`src/rtl/rle_engine_p_if.sv`:
```
// DPSRAM port-A bus used by rle_engine_p: the engine is the master, the memory the slave.
interface rle_engine_p_if #(
    parameter int ADDR_W = 16
);
    logic              port_A_clk;
    logic [31:0]       port_A_data_in;
    logic [31:0]       port_A_data_out;
    logic [ADDR_W-1:0] port_A_addr;
    logic              port_A_we;

    modport master (
        output port_A_clk,
        output port_A_data_in,
        output port_A_addr,
        output port_A_we,
        input  port_A_data_out
    );

    modport slave (
        input  port_A_clk,
        input  port_A_data_in,
        input  port_A_addr,
        input  port_A_we,
        output port_A_data_out
    );
endinterface

```
`src/rtl/rle_engine_p.sv`:
```
// Run-length encoder: reads a message over DPSRAM port A and writes packed {count, symbol} records.
// Optional cycle counter output is enabled by defining RLE_CYCLE_CNT_EN.
module rle_engine_p #(
    parameter int SYM_BYTES = 1,
    parameter int CNT_BYTES = 1,
    parameter int ADDR_W    = 16
) (
    input  logic        clk,
    input  logic        nreset,
    input  logic        start,
    input  logic [31:0] message_addr,
    input  logic [31:0] message_size,
    input  logic [31:0] rle_addr,
    output logic [31:0] rle_size,
    output logic        done,
`ifdef RLE_CYCLE_CNT_EN
    output logic [31:0] cycles,
`endif
    rle_engine_p_if.master port_a
);
    localparam int SW  = 8 * SYM_BYTES;
    localparam int CW  = 8 * CNT_BYTES;
    localparam int RB  = SYM_BYTES + CNT_BYTES;
    localparam int RW  = 8 * RB;
    localparam int SPW = 4 / SYM_BYTES;
    localparam logic [3:0] RB4      = 4'(RB);
    localparam logic [1:0] LAST_IDX = 2'(SPW - 1);

    typedef enum logic [2:0] {
        S_IDLE, S_RD_REQ, S_RD_WAIT, S_SCAN, S_WR, S_FLUSH, S_DONE
    } state_t;

    state_t            state_q, state_d;
    logic [ADDR_W-1:0] rd_addr_q, rd_addr_d;
    logic [ADDR_W-1:0] wr_addr_q, wr_addr_d;
    logic [31:0]       rem_q, rem_d;
    logic [1:0]        sym_idx_q, sym_idx_d;
    logic              first_q, first_d;
    logic [31:0]       word_q, word_d;
    logic [SW-1:0]     run_sym_q, run_sym_d;
    logic [CW-1:0]     run_cnt_q, run_cnt_d;
    logic              run_vld_q, run_vld_d;
    logic [63:0]       pk_q, pk_d;
    logic [2:0]        pk_cnt_q, pk_cnt_d;
    logic [31:0]       acc_q, acc_d;
    logic [31:0]       rle_size_q, rle_size_d;
    logic              done_q, done_d;
    logic              we_q, we_d;
    logic [ADDR_W-1:0] addr_q, addr_d;
    logic [31:0]       din_q, din_d;
`ifdef RLE_CYCLE_CNT_EN
    logic [31:0]       cyc_q, cyc_d;
`endif

    logic [31:0]   wd;
    logic [31:0]   sym_sh;
    logic [SW-1:0] cur_sym;
    logic [63:0]   rec_al;
    logic [3:0]    pk_sum;
    logic          append;
    logic          last_msg;
    logic          last_word;
    logic          unused_addr_bits;

    // The first SCAN cycle after a read takes the word straight off the memory bus.
    assign wd        = first_q ? port_a.port_A_data_out : word_q;
    assign sym_sh    = wd << (sym_idx_q * SW);
    assign cur_sym   = sym_sh[31 -: SW];
    assign rec_al    = {run_cnt_q, run_sym_q, {(64 - RW){1'b0}}} >> {pk_cnt_q, 3'b000};
    assign pk_sum    = {1'b0, pk_cnt_q} + RB4;
    assign last_msg  = (rem_q == 32'(SYM_BYTES));
    assign last_word = (sym_idx_q == LAST_IDX);
    assign unused_addr_bits = ^{message_addr[31:ADDR_W], rle_addr[31:ADDR_W]};

    always_comb begin
        state_d    = state_q;
        rd_addr_d  = rd_addr_q;
        wr_addr_d  = wr_addr_q;
        rem_d      = rem_q;
        sym_idx_d  = sym_idx_q;
        first_d    = first_q;
        word_d     = word_q;
        run_sym_d  = run_sym_q;
        run_cnt_d  = run_cnt_q;
        run_vld_d  = run_vld_q;
        pk_d       = pk_q;
        pk_cnt_d   = pk_cnt_q;
        acc_d      = acc_q;
        rle_size_d = rle_size_q;
        done_d     = done_q;
        we_d       = 1'b0;
        addr_d     = addr_q;
        din_d      = din_q;
        append     = 1'b0;
`ifdef RLE_CYCLE_CNT_EN
        cyc_d      = cyc_q;
`endif
        case (state_q)
            S_IDLE, S_DONE: begin
                if (start) begin
                    rd_addr_d  = message_addr[ADDR_W-1:0];
                    wr_addr_d  = rle_addr[ADDR_W-1:0];
                    rem_d      = message_size;
                    sym_idx_d  = 2'd0;
                    run_vld_d  = 1'b0;
                    pk_d       = 64'd0;
                    pk_cnt_d   = 3'd0;
                    acc_d      = 32'd0;
                    rle_size_d = 32'd0;
                    done_d     = (message_size == 32'd0);
                    state_d    = (message_size == 32'd0) ? S_DONE : S_RD_REQ;
`ifdef RLE_CYCLE_CNT_EN
                    cyc_d      = 32'd1;
`endif
                end
            end
            S_RD_REQ: begin
                addr_d    = rd_addr_q;
                rd_addr_d = rd_addr_q + ADDR_W'(4);
                state_d   = S_RD_WAIT;
            end
            S_RD_WAIT: begin
                first_d   = 1'b1;
                sym_idx_d = 2'd0;
                state_d   = S_SCAN;
            end
            S_SCAN: begin
                first_d = 1'b0;
                if (first_q) word_d = port_a.port_A_data_out;
                if (!run_vld_q) begin
                    run_sym_d = cur_sym;
                    run_cnt_d = CW'(1);
                    run_vld_d = 1'b1;
                end else if (cur_sym == run_sym_q && run_cnt_q != {CW{1'b1}}) begin
                    run_cnt_d = run_cnt_q + CW'(1);
                end else begin
                    append    = 1'b1;
                    run_sym_d = cur_sym;
                    run_cnt_d = CW'(1);
                end
                rem_d     = rem_q - 32'(SYM_BYTES);
                sym_idx_d = last_word ? 2'd0 : sym_idx_q + 2'd1;
                if (append && pk_sum >= 4'd4) state_d = S_WR;
                else if (last_msg)            state_d = S_FLUSH;
                else if (last_word)           state_d = S_RD_REQ;
                else                          state_d = S_SCAN;
            end
            S_WR: begin
                // Bytes beyond pk_cnt are always zero, so a partial word goes out already padded.
                we_d      = 1'b1;
                addr_d    = wr_addr_q;
                din_d     = pk_q[63:32];
                wr_addr_d = wr_addr_q + ADDR_W'(4);
                pk_d      = pk_q << 32;
                pk_cnt_d  = (pk_cnt_q >= 3'd4) ? pk_cnt_q - 3'd4 : 3'd0;
                if (rem_q == 32'd0)         state_d = S_FLUSH;
                else if (sym_idx_q == 2'd0) state_d = S_RD_REQ;
                else                        state_d = S_SCAN;
            end
            S_FLUSH: begin
                if (run_vld_q) begin
                    append    = 1'b1;
                    run_vld_d = 1'b0;
                    state_d   = (pk_sum >= 4'd4) ? S_WR : S_FLUSH;
                end else if (pk_cnt_q != 3'd0) begin
                    state_d = S_WR;
                end else begin
                    rle_size_d = acc_q;
                    done_d     = 1'b1;
                    state_d    = S_DONE;
                end
            end
            default: state_d = S_IDLE;
        endcase
        if (append) begin
            pk_d     = pk_q | rec_al;
            pk_cnt_d = pk_sum[2:0];
            acc_d    = acc_q + 32'(RB);
        end
`ifdef RLE_CYCLE_CNT_EN
        if (state_q != S_IDLE && state_q != S_DONE) cyc_d = cyc_q + 32'd1;
`endif
    end

    always_ff @(posedge clk or negedge nreset) begin
        if (!nreset) begin
            state_q    <= S_IDLE;
            rd_addr_q  <= '0;
            wr_addr_q  <= '0;
            rem_q      <= '0;
            sym_idx_q  <= '0;
            first_q    <= 1'b0;
            word_q     <= '0;
            run_sym_q  <= '0;
            run_cnt_q  <= '0;
            run_vld_q  <= 1'b0;
            pk_q       <= '0;
            pk_cnt_q   <= '0;
            acc_q      <= '0;
            rle_size_q <= '0;
            done_q     <= 1'b0;
            we_q       <= 1'b0;
            addr_q     <= '0;
            din_q      <= '0;
`ifdef RLE_CYCLE_CNT_EN
            cyc_q      <= '0;
`endif
        end else begin
            state_q    <= state_d;
            rd_addr_q  <= rd_addr_d;
            wr_addr_q  <= wr_addr_d;
            rem_q      <= rem_d;
            sym_idx_q  <= sym_idx_d;
            first_q    <= first_d;
            word_q     <= word_d;
            run_sym_q  <= run_sym_d;
            run_cnt_q  <= run_cnt_d;
            run_vld_q  <= run_vld_d;
            pk_q       <= pk_d;
            pk_cnt_q   <= pk_cnt_d;
            acc_q      <= acc_d;
            rle_size_q <= rle_size_d;
            done_q     <= done_d;
            we_q       <= we_d;
            addr_q     <= addr_d;
            din_q      <= din_d;
`ifdef RLE_CYCLE_CNT_EN
            cyc_q      <= cyc_d;
`endif
        end
    end

    assign rle_size              = rle_size_q;
    assign done                  = done_q;
    assign port_a.port_A_clk     = clk;
    assign port_a.port_A_we      = we_q;
    assign port_a.port_A_addr    = addr_q;
    assign port_a.port_A_data_in = din_q;
`ifdef RLE_CYCLE_CNT_EN
    assign cycles                = cyc_q;
`endif
endmodule

```
`src/flat_wrapper.sv`:
```
// flat-port wrapper written by rule: the top's interface ports become plain ports
module rle_engine_p_flat 
#(
    parameter int SYM_BYTES = 1,
    parameter int CNT_BYTES = 1,
    parameter int ADDR_W    = 16
)
  (clk, nreset, start, message_addr, message_size, rle_addr, rle_size, done, port_a_port_A_clk, port_a_port_A_data_in, port_a_port_A_addr, port_a_port_A_we, port_a_port_A_data_out);
  rle_engine_p_if #(.ADDR_W(ADDR_W)) port_a_i ();
  input  logic clk;
  input  logic nreset;
  input  logic start;
  input  logic [31:0] message_addr;
  input  logic [31:0] message_size;
  input  logic [31:0] rle_addr;
  output logic [31:0] rle_size;
  output logic done;
  output wire logic [$bits(port_a_i.port_A_clk)-1:0] port_a_port_A_clk;
  output wire logic [$bits(port_a_i.port_A_data_in)-1:0] port_a_port_A_data_in;
  output wire logic [$bits(port_a_i.port_A_addr)-1:0] port_a_port_A_addr;
  output wire logic [$bits(port_a_i.port_A_we)-1:0] port_a_port_A_we;
  input wire logic [$bits(port_a_i.port_A_data_out)-1:0] port_a_port_A_data_out;
  assign port_a_port_A_clk = port_a_i.port_A_clk;
  assign port_a_port_A_data_in = port_a_i.port_A_data_in;
  assign port_a_port_A_addr = port_a_i.port_A_addr;
  assign port_a_port_A_we = port_a_i.port_A_we;
  assign port_a_i.port_A_data_out = port_a_port_A_data_out;
  rle_engine_p #(.SYM_BYTES(SYM_BYTES), .CNT_BYTES(CNT_BYTES), .ADDR_W(ADDR_W)) u_core (.clk(clk), .nreset(nreset), .start(start), .message_addr(message_addr), .message_size(message_size), .rle_addr(rle_addr), .rle_size(rle_size), .done(done), .port_a(port_a_i));
endmodule
```
`config.mk`:
```
export PLATFORM = sky130hd
export DESIGN_NAME = rle_engine_p_flat
export DESIGN_NICKNAME = d
export VERILOG_FILES = /design/src/rtl/rle_engine_p_if.sv /design/src/rtl/rle_engine_p.sv /design/src/flat_wrapper.sv
export SDC_FILE = /design/constraint.sdc
export NUM_CORES = 1
export LEC_CHECK = 0
export BUFFER_PORTS_ARGS = -buffer_cell sky130_fd_sc_hd__clkbuf_2
export CAP_MARGIN = 20
export CORE_MARGIN = 8
export CORE_UTILIZATION = 57
export CTS_CLUSTER_SIZE = 8
export DETAILED_ROUTE_END_ITERATION = 16
export GPL_ROUTABILITY_DRIVEN = 1
export PLACE_DENSITY = 0.8
export SLEW_MARGIN = 25
export SYNTH_ARGS = -nofsm -noshare
export SYNTH_HDL_FRONTEND = slang
export SYNTH_SLANG_ARGS = --single-unit
```
`constraint.sdc`:
```
create_clock -name clk -period 3.5 [get_ports clk]
set_clock_uncertainty 0.2 [all_clocks]
set_input_delay 0.7 -clock clk [delete_from_list [all_inputs] [get_ports clk]]
set_output_delay 0.7 -clock clk [all_outputs]
set_load 0.05 [all_outputs]
```
[Word-level counts from Yosys, hierarchy flattened]
Index checks and enable logic that the tools add are counted.
Storage, ports and cells
  register bits after elaboration: 300
  output and inout bits: 83
  word-level logic and storage cells: 126
Operators by class
  $add $sub $neg: 8
  $lt $le $gt $ge: 2
  eq/ne operators: 15
  shift operators: 2
  mux-type cells: 52
  bitwise logic cells: 1
  reductions and logical operators: 28
Operators by type and width (count)
  2-to-1 mux 32 bit: 7
  2-to-1 mux 64 bit: 2
  one-hot mux 32 bit (2 select lines): 2
  one-hot mux 64 bit (2 select lines): 1
  one-hot mux 16 bit (2 select lines): 3
  logical NOT 32 bit: 2
  OR 64 bit: 1
  >> shifter 64 x 6 -> 64 bit: 1
  adder 16 x 3 -> 16 bit, second input constant: 2
  adder 32 x 2 -> 32 bit, second input constant: 1
  == test 32 x 1 -> 1 bit, second input constant: 1
  2-to-1 mux 16 bit: 2
  2-to-1 mux 8 bit: 4
  << shifter 32 x 5 -> 32 bit: 1
  subtractor 32 x 1 -> 32 bit, second input constant: 1
  2-to-1 mux 3 bit: 9
  one-hot mux 3 bit (6 select lines): 1
  AND reduction 2 bit: 8
  nonzero test 2 bit: 8
  nonzero test 3 bit: 4
  2-to-1 mux 1 bit: 10
  2-to-1 mux 2 bit: 5
  == test 3 bit, second input constant: 3
  adder 8 x 1 -> 8 bit, second input constant: 1
  21 further kinds: 28

[Depth between registers and ports, before layout]
Gate-level depths: netlist of the first run.
  word-level depth: 10
  depth in mapped cells: 12
  gate-level depth less buffers: 10

==> summary.txt, run 1 <==
Clocking
  • Clock Tree Buf Depth: 3
  • Worst skew pair latency: between 0.5 and 0.6 ns
  • H-tree levels: 2
  • CTS root buf: clkbuf_16
  • CTS tree: built
  • Clock Pin Slew Worst Setup and Hold Paths: roughly 0.05 ns
  • CTS Buf Count: 43

Yosys
  • Synthesis Warnings: 0
  • Synthesized area per cell: 10.17 µm²
  • Post-synth top area cell: dfrtp_1
  • Synthesized area: between 10000 and 15000 µm²
  • Synth cell types: 68
  • Post-synth top area share: 0.5330
  • Synth cell count leaders: 305 x nand2_1, 298 x dfrtp_1, 73 x o21ai_0
  • Fraction of registers with async set/reset: 1.000
  • Synth Register Bits: 298
  • EDFF count, synth: 0
  • Most used DFF post-synth: dfrtp_1
  • Synth Net Count: ~1500
  • Synth top area cells: dfrtp_1 53%, nand2_1 8.2%, a22o_1 4.2%, mux2_2 2.7%, o21ai_0 2.6%
  • Most frequent cell after synthesis: nand2_1
  • Syn Inst Count: between 1000 and 1500
  • Post-synthesis sequential area ratio: 0.5330

Power and ir drop
  • Tot Pwr: approximately 14000 µW
  • Static Leakage: a little under 0.008 µW
  • Internal: 8467 µW
  • Clock Power Share: 0.271
  • Sequential Power Share: 0.385
  • PD cells: ~830 nW/µm²
  • Psw: between 5000 and 6000 µW
  • Switch share: 0.3847
  • Power share of the combinational group: 0.343
  • Worst VDD drop: just under 0.7 mV

Global routing
  • GR peak layer: met2
  • Met1 Use GR: 0.3056
  • Largest net degree at the start of global routing: 95
  • First-pass GRT wire length: 57990 µm
  • Initial antenna violation count: 1
  • GR met3 Demand/Resource: 0.04836
  • GRT overflow: 0
  • Vias in the first global route: 11550
  • Gr usage total: 0.2279
  • GRT met2 Usage: 0.3716

Detailed routing
  • Final wirelength: between 30000 and 40000 µm
  • Via count: 11550
  • Detail Route Antenna Nets: 0
  • DR DRC count: 0
  • Vias per cell: 6.113
  • TritonRoute pass-1 iters: 5
  • Starting DRC count in detailed routing: roughly 880
  • Routed WL per cell: about 18 µm

Critical path
  • Setup CP Type: clock port to output pin
  • Max stage delay cell, worst path: clkbuf_2
  • Critical Path Most Common Cell: clkbuf_16
  • WP data required: around 2.6 ns
  • Max Fanout on Critical Path: 10
  • Worst path cell trace: clkbuf_16 -> clkbuf_16 -> clkbuf_16 -> clkbuf_2
  • Critical Path Sink Type: output pin
  • Worst endpoint data arrival time: around 2.5 ns
  • Crit start category: clock port
  • Reg2Reg Setup Slack: roughly 0.19 ns
  • Crit path largest cell delay: 0.23 ns

Final layout
  • Final Util: 0.6835
  • Final Instance Area: roughly 17000 µm²
  • Antenna cells: 0
  • Synthesis-to-layout area growth: 18.12%
  • Layout cell share with drive strength beyond 1: 0.2070
  • Total Nets Final: roughly 1700

Timing
  • Count of final setup violators: 0
  • Post-route worst setup slack: 0.09568 ns
  • RSZ-0062 raised after global routing: false
  • Slew headroom: 0.5097
  • Least-Margin Pin Slew: ~0.73 ns
  • Max-slew violation count: 0
  • Hold Fails Final Rpt: 0
  • Final setup TNS: 0 ns

Floorplan
  • Die X: 172.7 µm
  • Core ar.: approximately 24000 µm²
  • Initial Util: 0.5786
  • Boundary pin count: about 210
  • Die height: 172.7 µm
  • Die Area: between 20000 and 30000 µm²
  • Row count: between 50 and 60

Placed design
  • Gpl congestion: around 0.86
  • Area after DPL: about 15000 µm²
  • Dpl hpwl: 23510 µm
  • Pre-CTS WS: 0.001361 ns
  • IO buf count: ~180

Run
  • Max_cap viols: 0

Status
  • Status: completed

Hold path
  • Class of the worst hold path: primary input to async pin
[cells in the final DEF (no fill, tap or decap), drive strengths merged, types with 8 or more instances in the layout]
master | Yosys | layout
clkbuf | 57 | 232
nand4 | 18 | 18
nor4 | 20 | 20
inv | 19 | 21
a31oi | 28 | 28
a21oi | 27 | 27
nand2b | 9 | 9
o211ai | 28 | 28
ha | 11 | 11
mux4 | 11 | 11
mux2i | 28 | 28
nand3 | 35 | 35
mux2 | 34 | 34
a21o | 32 | 32
and3 | 18 | 18
o31ai | 9 | 9
o311ai | 22 | 22
nor3 | 29 | 29
nor2 | 72 | 72
buf | 26 | 38
nand2 | 306 | 306
a221o | 8 | 8
dfrtp | 298 | 298
o21ai | 74 | 74
a22o | 67 | 67
[power by group through the flow]
stage                     registers (µW)  logic (µW)  clock network (µW)
after global routing                5420        5180                3970
final                               5300        4720                3730
after global placement              5250        4550                54.2
after CTS                           5270        4740                3800
after detailed placement            5310        4720                54.2
after floorplan                     5640        3020                61.6
[routing by layer]
layer	wire (µm)	part of all wire
met5	11	0.00032
met4	684	0.020
met3	2225	0.064
met2	16660	0.48
met1	15280	0.44
[per-stage QoR]
stage	instances	hold WS, ns
final	1889	0.01090
after global routing	1889	0.04990
after CTS	1889	0.02668
after detailed placement	1834	0.2572
after global placement	1834	0.2570
after floorplan	1375	0.2044
[registers in the layout, indices dropped and copies added, names as in the netlist]
name                          flops
u_core.pk_q                      64
u_core.port_a.port_A_data_in     32
u_core.rem_q                     32
u_core.rle_size                  32
u_core.word_q                    32
u_core.acc_q                     31
u_core.port_a.port_A_addr        16
u_core.rd_addr_q                 16
u_core.wr_addr_q                 16
u_core.run_cnt_q                  8
u_core.run_sym_q                  8
u_core.state_q                    3
u_core.pk_cnt_q                   2
u_core.sym_idx_q                  2
u_core.done                       1
u_core.first_q                    1
u_core.port_a.port_A_we           1
u_core.run_vld_q                  1
[cell families after synthesis]
| family | synth area share |
|---|---|
| AO/OA/AOI/OAI | 0.1772 |
| XOR/XNOR | 0.005009 |
| adder cells (fa/ha/maj) | 0.01127 |
| buffers and inverters | 0.03390 |
| flip-flops | 0.5330 |
| multiplexers | 0.06753 |
| AND/OR/NAND/NOR | 0.1721 |
[timing repair]
action / 4_1_cts / 5_1_grt
endpoints found under the setup margin: 0 / 4
gates resized for setup: 0 / 1
hold buffers: 0 / 0
setup buffers: 0 / 0
[worst max-delay path: cells and delay by family]
kind / cells / cell delay [ns]
buffers and inverters: 4 / 0.75
[path summary, 6_finish.rpt]
| check | from | endpoint | cells past startpoint |
|---|---|---|---|
| max in group asynchronous | nreset | u_core.rd_addr_q[9] | 2 |
| min in group clk | message_addr[0] | u_core.rd_addr_q[0] | 3 |
| max | clk | port_a_port_A_clk | 4 |
| min | nreset | u_core.word_q[29] | 1 |
| max reg2reg | u_core.sym_idx_q[0] | u_core.pk_cnt_q[2] | 10 |
| min reg2reg | u_core.port_a.port_A_data_in[22] | u_core.port_a.port_A_data_in[22] | 2 |
[layout make-up]
cell class | count | area, µm²
flip-flops and latches | 298 | 7457
inverters | 22 | 82.58
clock inverters | 3 | 52.55
repair buffers | 217 | 1276
clock buffers | 53 | 1136
well taps | 324 | 405.4
fillers | 1794 | 7652
multi-input cells | 972 | 6115
(Power assumes the default switching activity.)
==> run 2: changes to the inputs <==
--- a/config.mk
+++ b/config.mk
@@ -13,6 +13,7 @@
 export DETAILED_ROUTE_END_ITERATION = 16
 export GPL_ROUTABILITY_DRIVEN = 1
 export PLACE_DENSITY = 0.8
+export SETUP_SLACK_MARGIN = 0.2
 export SLEW_MARGIN = 25
 export SYNTH_ARGS = -nofsm -noshare
 export SYNTH_HDL_FRONTEND = slang
==> summary.txt, run 2 (same netlist as run 1, synthesis figures left out) <==
Status
  • Status: completed

Timing
  • Least-Margin Pin Slew: 0.7151 ns (-0.01360 ns)
  • Slew headroom: 0.5189 (+0.009152)
  • Max-slew violation count: 0 (unchanged)
  • Final setup TNS: 0 ns (unchanged)
  • RSZ-0062 raised after global routing: true
  • Count of final setup violators: 0 (unchanged)
  • Hold Fails Final Rpt: 0 (unchanged)

Detailed routing
  • DR DRC count: 0 (unchanged)
  • Routed WL per cell: 18.98 µm (+2.9%)
  • Via count: 11630 (+0.72%)
  • Vias per cell: 6.093 (-0.34%)
  • TritonRoute pass-1 iters: 5 (unchanged)
  • Starting DRC count in detailed routing: 983 (+12%)
  • Final wirelength: 36230 µm (+3.9%)
  • Detail Route Antenna Nets: 0 (unchanged)

Final layout
  • Total Nets Final: 1718 (+1.2%)
  • Final Util: 0.6992 (+0.01568)
  • Max reg flops: 64 (unchanged)
  • Most common cell after layout, fill and taps aside: nand2_1
  • Antenna cells: 0 (unchanged)
  • Most flops, register: u_core.pk_q
  • Final Instance Area: 16900 µm² (+2.3%)
  • Synthesis-to-layout area growth: 20.83%
  • Layout cell share with drive strength beyond 1: 0.2322 (+0.02515)
  • Final std cells w/o fill: 1909 (+1.1%)
  • Most frequent cells in the layout: 304 x nand2_1, 297 x dfrtp_1, 179 x clkbuf_2

Global routing
  • GRT overflow: 0 (unchanged)
  • Initial antenna violation count: 1 (unchanged)
  • Largest net degree at the start of global routing: 95 (unchanged)
  • Vias in the first global route: 11550 (+0.078%)
  • First-pass GRT wire length: 58140 µm (+0.25%)
  • Gr usage total: 0.2286 (+0.0006852)

Hold path
  • Class of the worst hold path: primary input to flip-flop

Placed design
  • Area after DPL: 15330 µm² (unchanged)
  • Placed Instances: 1834 (unchanged)
  • Dpl hpwl: 23510 µm (unchanged)
  • Gpl congestion: 0.8580 (unchanged)
  • IO buf count: 181 (unchanged)

Run
  • Max_cap viols: 0 (unchanged)

Power and ir drop
  • PD cells: 845.7 nW/µm² (+1.6%)
  • Static Leakage: 0.007983 µW (+1.7%)
  • Worst VDD drop: 0.7041 mV (+4.6%)

Critical path
  • Worst endpoint data arrival time: 2.38 ns (-0.12 ns)
  • Reg2Reg Setup Slack: 0.31 ns (+0.12 ns)
  • Crit path from: clk
  • Critical Path Sink: port_a_port_A_clk
  • WP data required: 2.60 ns (about the same)
  • Critical Path Sink Type: output pin
  • Max Fanout on Critical Path: 10 (unchanged)
  • R2R Path Start: u_core.sym_idx_q[0]
  • R2R Path End: u_core.acc_q[21]
  • Crit start category: clock port
  • R2R depth: 12 (+2)
  • Setup CP Type: clock port to output pin

Floorplan
  • Initial Util: 0.5786 (unchanged)
  • Boundary pin count: 214 (unchanged)
  • Die height: 172.7 µm (unchanged)
  • Die Area: 29810 µm² (unchanged)
  • Core ar.: 24180 µm² (unchanged)
  • Row count: 57 (unchanged)
  • Die X: 172.7 µm (unchanged)

Clocking
  • CTS root buf: clkbuf_16
  • H-tree levels: 2 (unchanged)
  • Clock Pin Slew Worst Setup and Hold Paths: 0.05 ns (about the same)
  • CTS Buf Count: 43 (unchanged)
  • CTS tree: built
  • Worst skew pair latency: 0.58 ns (+0.05 ns)
  • Clock Tree Buf Depth: 3 (unchanged)
==> run 2: changes by cell type in the layout (fill, tap and decap cells not counted), moves of 3 or more <==
cell and delta:
a31oi_4 +5, buf_4 +13, mux4_1 -6, mux4_2 +6, xnor2_2 +3, mux2i_1 -4
a31oi_1 -6, clkbuf_16 +3, xnor2_1 -3
==> run 2: critical path: stages <==
cell and delay, ns:
clkbuf_16 0.15, clkbuf_16 0.18, clkbuf_16 0.16, buf_8 0.14
==> run 2: cell type report <==
class                           instances  area [µm²]
Clock buffer                           60        1199
Clock inverter                          3       52.55
Fill cell                            1764        7273
Inverter                               22       82.58
Multi-Input combinational cell        973        6284
Sequential cell                       298        7458
Tap cell                              324       405.4
Timing Repair Buffer                  229        1423
==> run 2: where the power goes <==
part	total, µW	internal, µW	switching, µW
registers	5340	4420	913
clock network	3900	2380	1510
logic	5060	1980	3090
total	14300	8780	5510
==> run 2: routing by layer <==
layer,global-route usage,up-vias,routed length [µm]
li1,-,5415,-
met2,0.3730,408,17520
met1,0.3057,5739,15780
met5,0,-,11
met3,0.04944,67,2225
met4,0.06252,2,691
==> run 2: worst min-delay path by stage <==
stage | to | slack, ns | from | cells after the start
final | u_core.rd_addr_q[0] | 0.16 | message_addr[0] | 3
after global routing | u_core.rd_addr_q[0] | 0.16 | message_addr[0] | 3
after CTS | u_core.word_q[21] | 0.03 | nreset | 1
after detailed placement | u_core.port_a.port_A_data_in[21] | 0.26 | u_core.pk_q[53] | 2
after global placement | u_core.port_a.port_A_data_in[2] | 0.26 | u_core.pk_q[34] | 2
after floorplan | u_core.acc_q[10] | 0.20 | nreset | 0
==> run 2: per-stage QoR <==
stage	hold slack, ns	setup WS, ns	total power, µW
after global routing	0.1629	0.1812	15110
after detailed placement	0.2572	0.001361	10090
after global placement	0.2570	0.07649	9852
after CTS	0.02668	0.1402	13870
after floorplan	0.2044	0.2919	8727
final	0.1597	0.2180	14300
==> run 2: what timing repair did <==
item,4_1_cts,5_1_grt
pin swaps,1,7
endpoints found under the hold margin,0,2
gates cloned,0,5
resized for setup,6,36
buffers inserted,0,14
endpoints found under the setup margin,30,81
hold buffers,0,1
